$ cat src/rtl/div_unit.sv
// Multi-cycle radix-2 restoring divider (DIV/DIVU) producing {remainder, quotient}.
// Optional `DIV_EARLY_OUT_EN: skip iterations when |dividend| < |divisor|.
module div_unit #(
  parameter int WIDTH = 32
) (
  input  logic               clk,
  input  logic               resetn,
  input  logic               start_i,
  input  logic               signed_i,
  input  logic               annul_i,
  input  logic [WIDTH-1:0]   opdata1_i,
  input  logic [WIDTH-1:0]   opdata2_i,
  output logic [2*WIDTH-1:0] result_o,
  output logic               ready_o,
  output logic               stall_o
);

  localparam int CW = $clog2(WIDTH);

  typedef enum logic [1:0] {S_IDLE, S_DIVZERO, S_ON, S_END} state_e;

  state_e             state_q;
  logic [CW-1:0]      cnt_q;
  logic [WIDTH-1:0]   quot_q;
  logic [WIDTH-1:0]   rem_q;
  logic [WIDTH-1:0]   dvs_q;
  logic [WIDTH-1:0]   dvd_orig_q;
  logic               neg_quot_q;
  logic               neg_rem_q;
  logic               early_q;
  logic [2*WIDTH-1:0] result_q;
  logic               ready_q;

  logic [WIDTH-1:0]   abs_dvd;
  logic [WIDTH-1:0]   abs_dvs;
  logic [WIDTH:0]     trial;
  logic [WIDTH:0]     diff;
  logic [WIDTH-1:0]   rem_d;
  logic [WIDTH-1:0]   quot_d;
  logic [WIDTH-1:0]   quot_fix;
  logic [WIDTH-1:0]   rem_fix;
  logic               early_hit;

  // quot_q starts as |dividend|; its MSBs shift into the partial remainder
  // while quotient bits shift in at the bottom.
  always_comb begin
    abs_dvd = (signed_i && opdata1_i[WIDTH-1]) ? -opdata1_i : opdata1_i;
    abs_dvs = (signed_i && opdata2_i[WIDTH-1]) ? -opdata2_i : opdata2_i;
    trial   = {rem_q, quot_q[WIDTH-1]};
    diff    = trial - {1'b0, dvs_q};
    if (diff[WIDTH]) begin
      rem_d  = trial[WIDTH-1:0];
      quot_d = {quot_q[WIDTH-2:0], 1'b0};
    end else begin
      rem_d  = diff[WIDTH-1:0];
      quot_d = {quot_q[WIDTH-2:0], 1'b1};
    end
    quot_fix  = neg_quot_q ? -quot_d : quot_d;
    rem_fix   = neg_rem_q  ? -rem_d  : rem_d;
    early_hit = 1'b0;
`ifdef DIV_EARLY_OUT_EN
    early_hit = (opdata2_i != '0) && (abs_dvd < abs_dvs);
`endif
  end

  always_ff @(posedge clk or negedge resetn) begin
    if (!resetn) begin
      state_q    <= S_IDLE;
      cnt_q      <= '0;
      quot_q     <= '0;
      rem_q      <= '0;
      dvs_q      <= '0;
      dvd_orig_q <= '0;
      neg_quot_q <= 1'b0;
      neg_rem_q  <= 1'b0;
      early_q    <= 1'b0;
      result_q   <= '0;
      ready_q    <= 1'b0;
    end else if (annul_i) begin
      state_q  <= S_IDLE;
      cnt_q    <= '0;
      result_q <= '0;
      ready_q  <= 1'b0;
    end else begin
      case (state_q)
        S_IDLE: begin
          if (start_i) begin
            quot_q     <= abs_dvd;
            rem_q      <= '0;
            dvs_q      <= abs_dvs;
            dvd_orig_q <= opdata1_i;
            neg_quot_q <= signed_i && (opdata1_i[WIDTH-1] ^ opdata2_i[WIDTH-1]);
            neg_rem_q  <= signed_i && opdata1_i[WIDTH-1];
            early_q    <= early_hit;
            cnt_q      <= '0;
            // Divide-by-zero and early-out share the one-cycle short path.
            state_q    <= ((opdata2_i == '0) || early_hit) ? S_DIVZERO : S_ON;
          end
        end
        S_DIVZERO: begin
          if (!start_i) begin
            state_q <= S_IDLE;
          end else begin
            state_q  <= S_END;
            ready_q  <= 1'b1;
            result_q <= early_q ? {dvd_orig_q, {WIDTH{1'b0}}}
                                : {dvd_orig_q, {WIDTH{1'b1}}};
          end
        end
        S_ON: begin
          if (!start_i) begin
            state_q <= S_IDLE;
            cnt_q   <= '0;
          end else begin
            quot_q <= quot_d;
            rem_q  <= rem_d;
            cnt_q  <= cnt_q + 1'b1;
            if (cnt_q == CW'(WIDTH - 1)) begin
              state_q  <= S_END;
              ready_q  <= 1'b1;
              result_q <= {rem_fix, quot_fix};
            end
          end
        end
        S_END: begin
          if (!start_i) begin
            state_q  <= S_IDLE;
            ready_q  <= 1'b0;
            result_q <= '0;
          end
        end
        default: state_q <= S_IDLE;
      endcase
    end
  end

  assign result_o = result_q;
  assign ready_o  = ready_q;
  assign stall_o  = start_i & ~ready_q;

endmodule
$ cat config.mk
export PLATFORM = sky130hd
export DESIGN_NAME = div_unit
export DESIGN_NICKNAME = d
export VERILOG_FILES = /design/src/rtl/div_unit.sv
export SDC_FILE = /design/constraint.sdc
export NUM_CORES = 1
export LEC_CHECK = 0
export BUFFER_PORTS_ARGS = -buffer_cell sky130_fd_sc_hd__buf_2
export CORE_UTILIZATION = 40
export CTS_CLUSTER_DIAMETER = 30
export DETAILED_ROUTE_END_ITERATION = 8
export PLACE_DENSITY = 0.65
export SYNTH_ARGS = -nofsm -noshare
export SYNTH_HDL_FRONTEND = slang
export SYNTH_SLANG_ARGS = --single-unit
export TNS_END_PERCENT = 10
$ cat constraint.sdc
create_clock -name clk -period 4.4 [get_ports clk]
set_clock_uncertainty 0.05 [all_clocks]
set_input_delay 0.22 -clock clk [delete_from_list [all_inputs] [get_ports clk]]
set_output_delay 0.22 -clock clk [all_outputs]
set_load 0.01 [all_outputs]
Word-level counts from Yosys, hierarchy flattened
Cells that the tools add are included.
{"block": "totals", "wordCells": 81, "regBits": 202}
{"block": "op_classes", "bitwise": 4, "muxes": 36, "n_reduce_logical": 13, "n_eq_ne": 12, "add_sub_neg": 6}
{"operator": "$mux W64", "count": 5}
{"operator": "$mux W32", "count": 9}
{"operator": "$pmux W64 S3", "count": 1}
{"operator": "$neg A32 Y32", "count": 4}
{"operator": "$pmux W32 S2", "count": 2}
{"operator": "$sub A33 B32 Y33", "count": 1}
{"operator": "$logic_not A32 Y1", "count": 1}
{"operator": "$mux W5", "count": 3}
{"operator": "$ne A3 B3 Y1 const B", "count": 5}
{"operator": "$mux W2", "count": 7}
{"operator": "$pmux W5 S2", "count": 1}
{"operator": "$pmux W2 S4", "count": 1}
{"operator": "$mux W1", "count": 6}
{"operator": "$reduce_and A3 Y1", "count": 2}
{"operator": "$add A5 B1 Y5 const B", "count": 1}
{"operator": "$eq A5 B5 Y1 const B", "count": 1}
{"operator": "$reduce_and A5 Y1", "count": 1}
{"operator": "$eq A2 B2 Y1 const B", "count": 2}
{"operator": "$ne A2 B2 Y1 const B", "count": 2}
{"operator": "$ne A4 B4 Y1 const B", "count": 1}
{"operator": "$reduce_and A4 Y1", "count": 1}
{"operator": "$reduce_bool A4 Y1", "count": 1}
{"operator": "$logic_and A1 B1 Y1", "count": 3}
{"operator": "$pmux W1 S3", "count": 1}
{"operator": "other kinds (8)", "count": 9}

Logic depth before layout (Yosys ltp)
Gate-level depths: netlist (run 1).
{"block": "logic_depth", "word_depth": 8, "ltp_mapped": 25, "mapped_depth_nobuf": 22}

Least setup slack after synthesis (run 1)
No wires, ideal clock.
{"block": "synth_path", "path_kind": "register -> register", "startpoint": "reg quot_q[31]", "endpoint": "reg result_q[62], in the netlist result_o[62]", "arrival_ps": 4567, "t_required_ps": 4215, "path_slack_ps": -352, "period_less_slack_ps": 4752, "stages_incl_launch_ff": 25, "path_cell_list": "dfrtp_1 -> inv_1 -> ha_1 -> inv_1 -> fa_1 -> a211oi_1 -> o211ai_1 -> nand2_2 -> nand2_4 -> o221ai_4 -> nor2_8 -> inv_2 -> buf_6 -> buf_6 -> buf_4 -> mux2i_1 -> ha_1 -> o211ai_1 -> nor3_1 -> nor4b_1 -> mux2i_1 -> o21ai_0 -> a21boi_1 -> mux2i_1 -> o211ai_1"}
{"block": "synth_between", "elab_chain_cells": 8}
{"element": "start, declared", "line_no": "24", "text": "logic [WIDTH-1:0] quot_q;"}
{"element": "start signal, assigned", "line_no": "88", "text": "quot_q <= abs_dvd;"}
{"element": "start signal, assigned", "line_no": "115", "text": "quot_q <= quot_d;"}
{"element": "$sub A33 B32 Y33", "line_no": "50", "text": "diff = trial - {1'b0, dvs_q};"}
{"element": "$mux W32 *", "line_no": "51", "text": "if (diff[WIDTH]) begin"}
{"element": "$neg A32 Y32", "line_no": "59", "text": "rem_fix = neg_rem_q ? -rem_d : rem_d;"}
{"element": "$mux W32 *", "line_no": "59"}
{"element": "$mux W64 *", "line_no": "118", "text": "if (cnt_q == CW'(WIDTH - 1)) begin"}
{"element": "$mux W64 *", "line_no": "111", "text": "if (!start_i) begin"}
{"element": "$pmux W64 S3 *", "line_no": "85", "text": "case (state_q)"}
{"element": "$mux W64 *", "line_no": "79", "text": "end else if (annul_i) begin"}
{"element": "end signal, assigned", "line_no": "106", "text": "result_q <= early_q ? {dvd_orig_q, {WIDTH{1'b0}}}"}
{"element": "end signal, assigned", "line_no": "121", "text": "result_q <= {rem_fix, quot_fix};"}
{"element": "end, declared", "line_no": "31", "text": "logic [2*WIDTH-1:0] result_q;"}
Mark *: on every way between the ends. The rest lies on a longest branch, timed or not. The select of a mux whose other input is x is not followed.
A chain may end at the register's enable or synchronous reset.

Worst setup path after layout (run 1)
Same ends and word-level chain as after synthesis.

==> flow_summary.json, run 1 <==
{
  "status": "finished clean",
  "post_drt_wl_per_cell_um": 18.7,
  "slew_violations": 0,
  "crit_arrival_ns": 4.58,
  "synth_xor_area_share_pct": 8.14,
  "p_seq_share_pct": 27.4,
  "switchingPower_mw": 3.57,
  "synth_top_family_by_area": "compound AO/OA/AOI/OAI gates",
  "min_path_type": "in -> reg",
  "rsz0062_at_grt": "true",
  "critPathLaunchType": "flip-flop",
  "port-buffer-count": 134,
  "first_pass_iters": 5,
  "dp_hpwl_mm": 31.8,
  "synth_compound_area_share_pct": 24.6,
  "grt_max_degree": 103,
  "p_int_mw": 6.63,
  "num_antenna_cells": 0,
  "cts_tree": "built",
  "cts.root.buffer_cell": "clkbuf_16",
  "clock_path_buffers": 3,
  "ir_drop_v": 0.000333,
  "synth-seq-cells": 202,
  "start_util_pct": 40.9,
  "cts_num_sinks": 202,
  "layout-drive-gt1-share_pct": 20.4,
  "swShare_pct": 35.0,
  "whs_ns": 0.0147,
  "dr_wl_met2_mm": 20.6,
  "synth-edff-count": 0,
  "design_area_um2": 17700,
  "power.density_nw_per_um2": 575,
  "syn_area_um2": 13800,
  "tightest_slew_ns": 1.10,
  "slowest_stage": "dfrtp_1",
  "crit_cells": 21,
  "drt_iter0_markers": 913,
  "path_buf_inv": 3,
  "synthAdderAreaFrac_pct": 4.05,
  "ant_nets": 0,
  "synthCells": 1600,
  "cp_data_required_time_ns": 4.77,
  "grt.total_usage_pct": 24.6,
  "place_area_um2": 15100,
  "wl_mm": 43.3,
  "synth_cell_types": 96,
  "postSynthAreaPerCell_um2": 8.61,
  "combPwrFrac_pct": 32.3,
  "finalNetCount": 1936,
  "worstSetupPathType": "reg -> reg",
  "dp.cells": 2152,
  "grt_pass1_wl_mm": 69.7,
  "slowest_delay_ns": 0.40,
  "num_vias": 12900,
  "antenna_found_initial": 0,
  "wl_met1_mm": 19.7,
  "dieHeight_um": 188,
  "setup_viol": 0,
  "synthSimpleGateAreaFrac_pct": 16.7,
  "die_w_um": 188,
  "slew_headroom_pct": 26.6,
  "fin_crit_sh_pct": 95.8,
  "worstSkewPairLatency_ns": 0.56,
  "rows": 67,
  "path_cells": "inv_1, ha_2, inv_1, fa_2, a211oi_2, o211ai_1, nand2_2, nand2_4, a21bo_4, nor2_8, inv_4, a21oi_1, ha_2, nand2_1, or4_1, nor3_1, mux2i_1, o21ai_2, a21boi_4, mux2i_1, o211ai_1",
  "viasPerCell": 5.57,
  "hold_depth": 3,
  "fin_util_pct": 52.6,
  "gp_congestion": 0.925,
  "dieArea_um2": 35200,
  "grt_pass1_vias": 12800,
  "met3WireLength_mm": 2.13,
  "clockPowerShare_pct": 40.3,
  "io_pins": 135,
  "async_reset_ff_share_pct": 100,
  "reg2reg_depth": 21,
  "top_layer": "met4",
  "cp_top_family": "compound AO/OA/AOI/OAI gates",
  "fin_setup_tns_ns": 0,
  "crit_fanout": 6,
  "path_clk_slew_ns": 0.04,
  "fp.coreArea_um2": 33700,
  "htree_levels": 2,
  "cp-end-kind": "flip-flop",
  "p_leak_nw": 7.96,
  "fin_crit_ns": 4.21,
  "grt-ovfl-total": 0,
  "fmax_mhz": 237,
  "syn_nets": 1713,
  "finalNonFillerCells": 2313,
  "synthMuxAreaShare_pct": 5.25,
  "hold_viol": 0,
  "yosysSeqAreaShare_pct": 36.7,
  "numCtsBuffers": 51,
  "route.detailed.drc": 0,
  "drv_cap": 0,
  "synthFlopType": "dfrtp_1",
  "area_growth_pct": 28.7,
  "ys.warnings.count": 0
}
==> registers in the layout, summed over array words and instances (netlist names) <==
| signal | count |
|---|---|
| rem_q | 32 |
| cnt_q | 5 |
| neg_quot_q | 1 |
| dvd_orig_q | 32 |
| state_q | 2 |
| ready_o | 1 |
| quot_q | 32 |
| result_o | 64 |
| dvs_q | 32 |
| neg_rem_q | 1 |
==> cells in the final DEF (no fill, tap or decap), types with 12 or more instances in the layout <==
cell	instances
o41ai_1	13
buf_4	63
nor4_1	19
a21oi_1	108
or3_1	21
dfrtp_1	202
mux2i_1	33
clkbuf_16	51
xnor2_1	61
a22o_1	38
nor3_1	32
and3_1	17
ha_1	39
a22oi_1	31
xor2_1	67
buf_2	133
mux2_2	34
o21ai_0	198
bufinv_16	12
inv_1	55
o211ai_1	16
nor2_1	103
nand2_1	200
o31ai_1	15
dlygate4sd3_1	65
==> final cells by class <==
class	instances	area [um2]
Timing Repair Buffer	262	1800
Tap cell	448	561
Clock buffer	66	1390
Fill cell	3176	16000
Multi-Input combinational cell	1249	8220
Inverter	57	216
Clock inverter	29	493
Sequential cell	202	5050
==> power by group through the flow <==
stage	Sequential, mW	Combinational (mW)	Clock (mW)
6_report	2.80	3.30	4.11
5_1_grt	2.87	3.67	4.26
4_1_cts	2.80	3.27	4.15
3_5_place_dp	2.81	3.20	0
3_3_place_gp	2.80	3.17	0
2_1_floorplan	2.75	2.14	0
==> synthesized netlist by cell type (15+ instances only) <==
cell,instances,area [um2]
dfrtp_1,202,5050
nand2_1,202,758
o21ai_0,202,1010
a21oi_1,110,551
nor2_1,104,390
clkbuf_1,68,255
xor2_1,67,587
xnor2_1,61,534
inv_1,55,206
ha_1,43,538
a22o_1,38,333
mux2_2,34,383
mux2i_1,34,340
nor3_1,34,170
a22oi_1,31,233
or3_1,21,131
nor4_1,19,119
and3_1,17,106
o211ai_1,16,120
o31ai_1,15,113
==> timing repair <==
item,in CTS,in global routing
hold buffers,65,0
setup endpoints to repair,0,19
hold endpoints to repair,154,0
buffers inserted,0,1
gates resized for setup,0,16
==> cells by family after synthesis <==
group                    after synthesis
AND/OR/NAND/NOR                      485
multiplexers                          68
AO/OA/AOI/OAI                        524
flip-flops                           202
XOR/XNOR                             128
buffers and inverters                149
adder cells (fa/ha/maj)               44
==> stage by stage <==
| step | total power, mW | worst slack (ns) |
|---|---|---|
| CTS | 10.2 | 0.0523 |
| finish | 10.2 | 0.186 |
| detailed placement | 6.02 | 0.0755 |
| floorplan | 4.89 | -0.0114 |
| global route | 10.8 | -0.0559 |
| global placement | 5.97 | 0.198 |
==> tightest hold or removal path: cells and delay by family <==
family / cells / cell delay, ns
xor+xnor: 1 / 0.14
buf+inv: 1 / 0.12
compound gates: 1 / 0.07
==> worst paths after layout <==
| path | endpoint | slack (ns) | startpoint |
|---|---|---|---|
| setup reg to reg | result_o[62] | 0.19 | quot_q[31] |
| setup / recovery | result_o[62] | 0.19 | quot_q[31] |
| max in group asynchronous | dvs_q[4] | 3.00 | resetn |
| min in group asynchronous | dvd_orig_q[23] | 0.23 | resetn |
| hold reg to reg | dvs_q[18] | 0.42 | dvs_q[18] |
| hold / removal | dvs_q[2] | 0.01 | opdata2_i[2] |
==> metal layers <==
layer	vias to the layer above	track usage, %
li1	6253	-
met1	6209	33.2
met2	356	40.9
met3	60	3.61
met4	0	7.13
met5	-	0
Note: power is estimated with default switching activity, not from simulation.
==> run 2: changes to the inputs <==
--- a/config.mk
+++ b/config.mk
@@ -5,7 +5,9 @@
 export SDC_FILE = /design/constraint.sdc
 export NUM_CORES = 1
 export LEC_CHECK = 0
+export ABC_AREA = 1
 export BUFFER_PORTS_ARGS = -buffer_cell sky130_fd_sc_hd__buf_2
+export CORE_MARGIN = 8
 export CORE_UTILIZATION = 40
 export CTS_CLUSTER_DIAMETER = 30
 export DETAILED_ROUTE_END_ITERATION = 8
@@ -13,4 +15,3 @@
 export SYNTH_ARGS = -nofsm -noshare
 export SYNTH_HDL_FRONTEND = slang
 export SYNTH_SLANG_ARGS = --single-unit
-export TNS_END_PERCENT = 10
==> flow_summary.json, run 2 <==
{
  "fin_setup_tns_ns": 0,
  "slew_violations": 0,
  "syn_nets": 2287,
  "synth-seq-cells": 202,
  "dieArea_um2": 42800,
  "die_w_um": 207,
  "fin_crit_ns": 3.99,
  "yosys-top-cells-area": "dfrtp_1, nand2_1, inv_1, o21ai_0, nor2_1",
  "cts_num_sinks": 202,
  "start_util_pct": 40.1,
  "met3WireLength_mm": 2.85,
  "dp_hpwl_mm": 34.9,
  "slew_headroom_pct": 33.0,
  "port-buffer-count": 134,
  "layout_commonest_cell": "nand2_1",
  "slowest_delay_ns": 0.40,
  "cp_data_required_time_ns": 4.85,
  "hold_depth": 3,
  "async_reset_ff_share_pct": 100,
  "tightest_slew_ns": 0.992,
  "first_pass_iters": 5,
  "ant_nets": 0,
  "multiInputGateArea_um2": 8120,
  "cp-end-kind": "flip-flop",
  "crit_start": "quot_q[31]",
  "rr_startpoint": "quot_q[31]",
  "min_from": "opdata2_i[26]",
  "postSynthAreaPerCell_um2": 6.70,
  "fmax_mhz": 251,
  "fp.coreArea_um2": 36300,
  "hold_viol": 0,
  "cts.root.buffer_cell": "clkbuf_16",
  "grt-ovfl-total": 0,
  "dieHeight_um": 207,
  "nFillCells": 3646,
  "dr_wl_met2_mm": 21.8,
  "grt.total_usage_pct": 22.2,
  "min_path_type": "in -> reg",
  "critPathLaunchType": "flip-flop",
  "wl_mm": 47.1,
  "gp_congestion": 0.933,
  "antenna_found_initial": 1,
  "crit_path_frequent_cell": "nand2_1",
  "slowest_stage": "fa_1",
  "synthCells": 2174,
  "ys.warnings.count": 0,
  "post_drt_wl_per_cell_um": 16.3,
  "numCtsBuffers": 52,
  "synth_cell_types": 56,
  "clock_path_buffers": 3,
  "grt_pass1_wl_mm": 76.6,
  "reg2reg_depth": 26,
  "seqCellArea_um2": 5050,
  "yosysMostFrequentCell": "nand2_1",
  "io_pins": 135,
  "wl_met1_mm": 20.6,
  "drv_cap": 0,
  "route.detailed.drc": 0,
  "yosysTopAreaCellShare_pct": 34.7,
  "finalNetCount": 2482,
  "top_layer": "met4",
  "synth_top_area_cell": "dfrtp_1",
  "crit_arrival_ns": 4.44,
  "rows": 70,
  "num_vias": 14900,
  "grt_max_degree": 117,
  "synth_common_cells": "nand2_1, inv_1, dfrtp_1, o21ai_0, nor2_1",
  "setup_viol": 0,
  "status": "finished clean",
  "htree_levels": 2,
  "worstSetupPathType": "reg -> reg",
  "path_clk_slew_ns": 0.05,
  "crit_fanout": 6,
  "cts_setup_buffers": 0,
  "yosysSeqAreaShare_pct": 34.7,
  "drt_iter0_markers": 1101,
  "syn_area_um2": 14600,
  "cts_tree": "built",
  "largest_register_ffs": 64,
  "synth-edff-count": 0,
  "area_growth_pct": 24.3,
  "layout_common_cells": "nand2_1, inv_1, dfrtp_1, o21ai_0, nor2_1",
  "rsz0062_at_grt": "false",
  "grt_pass1_vias": 15000,
  "viasPerCell": 5.18,
  "fin_crit_sh_pct": 90.6,
  "layout-drive-gt1-share_pct": 14.0,
  "synthFlopType": "dfrtp_1",
  "worstSkewPairLatency_ns": 0.56
}
-- run 2: cell types whose count changed in the layout (fill, tap and decap cells not counted), moves of 27 or more --
cell	delta
nand2_1	+503
a22oi_1	-28
a22o_1	-29
nor2_1	+60
xnor2_1	-35
nand2_2	+27
mux2i_1	-33
inv_1	+217
xor2_1	-28
nand3_1	+103
buf_4	-41
mux2_2	-34
o22ai_1	+32
-- run 2: cells by family (layout without fill, tap and decap cells) --
family	Yosys count	after routing	synth area share (%)
simple gates	1116	1116	32.7
compound gates	385	385	15.0
buf+inv	362	598	9.80
flops	202	202	34.7
xor+xnor	65	65	3.91
fa+ha+maj	44	44	3.83
other cells	0	1	0
-- run 2: final cells by class --
class | count | area share (%)
flip-flops and latches | 202 | 27.9
diodes | 1 | 0.0138
inverters | 285 | 5.91
multi-input cells | 1610 | 44.9
clock buffers | 66 | 7.92
well taps | 468 | 3.24
repair buffers | 218 | 8.16
clock inverters | 29 | 1.96
-- run 2: metrics by stage --
stage | worst slack (ns) | instance area [um2] | util [%] | std cells | hold WS [ns]
after floorplan | 0.383 | 14600 | - | 2174 | -0.126
after global placement | 0.135 | 15700 | 43.2 | 2723 | 0.372
after detailed placement | 0.0444 | 15700 | 43.2 | 2723 | 0.381
after CTS | 0.0264 | 18100 | 49.8 | 2878 | 0.000200
after global routing | 0.00379 | 18100 | 49.9 | 2879 | 0.0296
final | 0.412 | 18100 | 49.9 | 2879 | 0.0167
-- run 2: what timing repair did --
action                                 4_1_cts  5_1_grt
gates resized for setup                      0        8
endpoints found under the hold margin      175        0
hold buffers                                60        0
setup endpoints to repair                    0       18
-- run 2: worst paths after layout --
kind	endpoint	slack, ns
setup / recovery	result_o[30]	0.41
hold / removal	dvs_q[26]	0.02
setup reg to reg	result_o[30]	0.41
hold reg to reg	result_o[42]	0.42
max in group asynchronous	result_o[41]	2.97
min in group asynchronous	cnt_q[0]	0.33
-- run 2: critical path, delay by kind of cell, from the launching register on --
kind,cells,cell delay (ns)
flip-flops,1,0.37
AO/OA/AOI/OAI,3,0.42
buffers and inverters,3,0.22
AND/OR/NAND/NOR,17,2.11
adder cells (fa/ha/maj),3,0.72
-- run 2: per-layer routing --
metal,track usage [%],vias up
met5,0,-
li1,-,7413
met3,3.87,108
met1,28.6,6933
met2,36.7,464
met4,9.03,0
Power of run 2 is left out: the tool's default activity adds up to more than one toggle a clock period on the data nets, which glitch-free logic cannot reach.
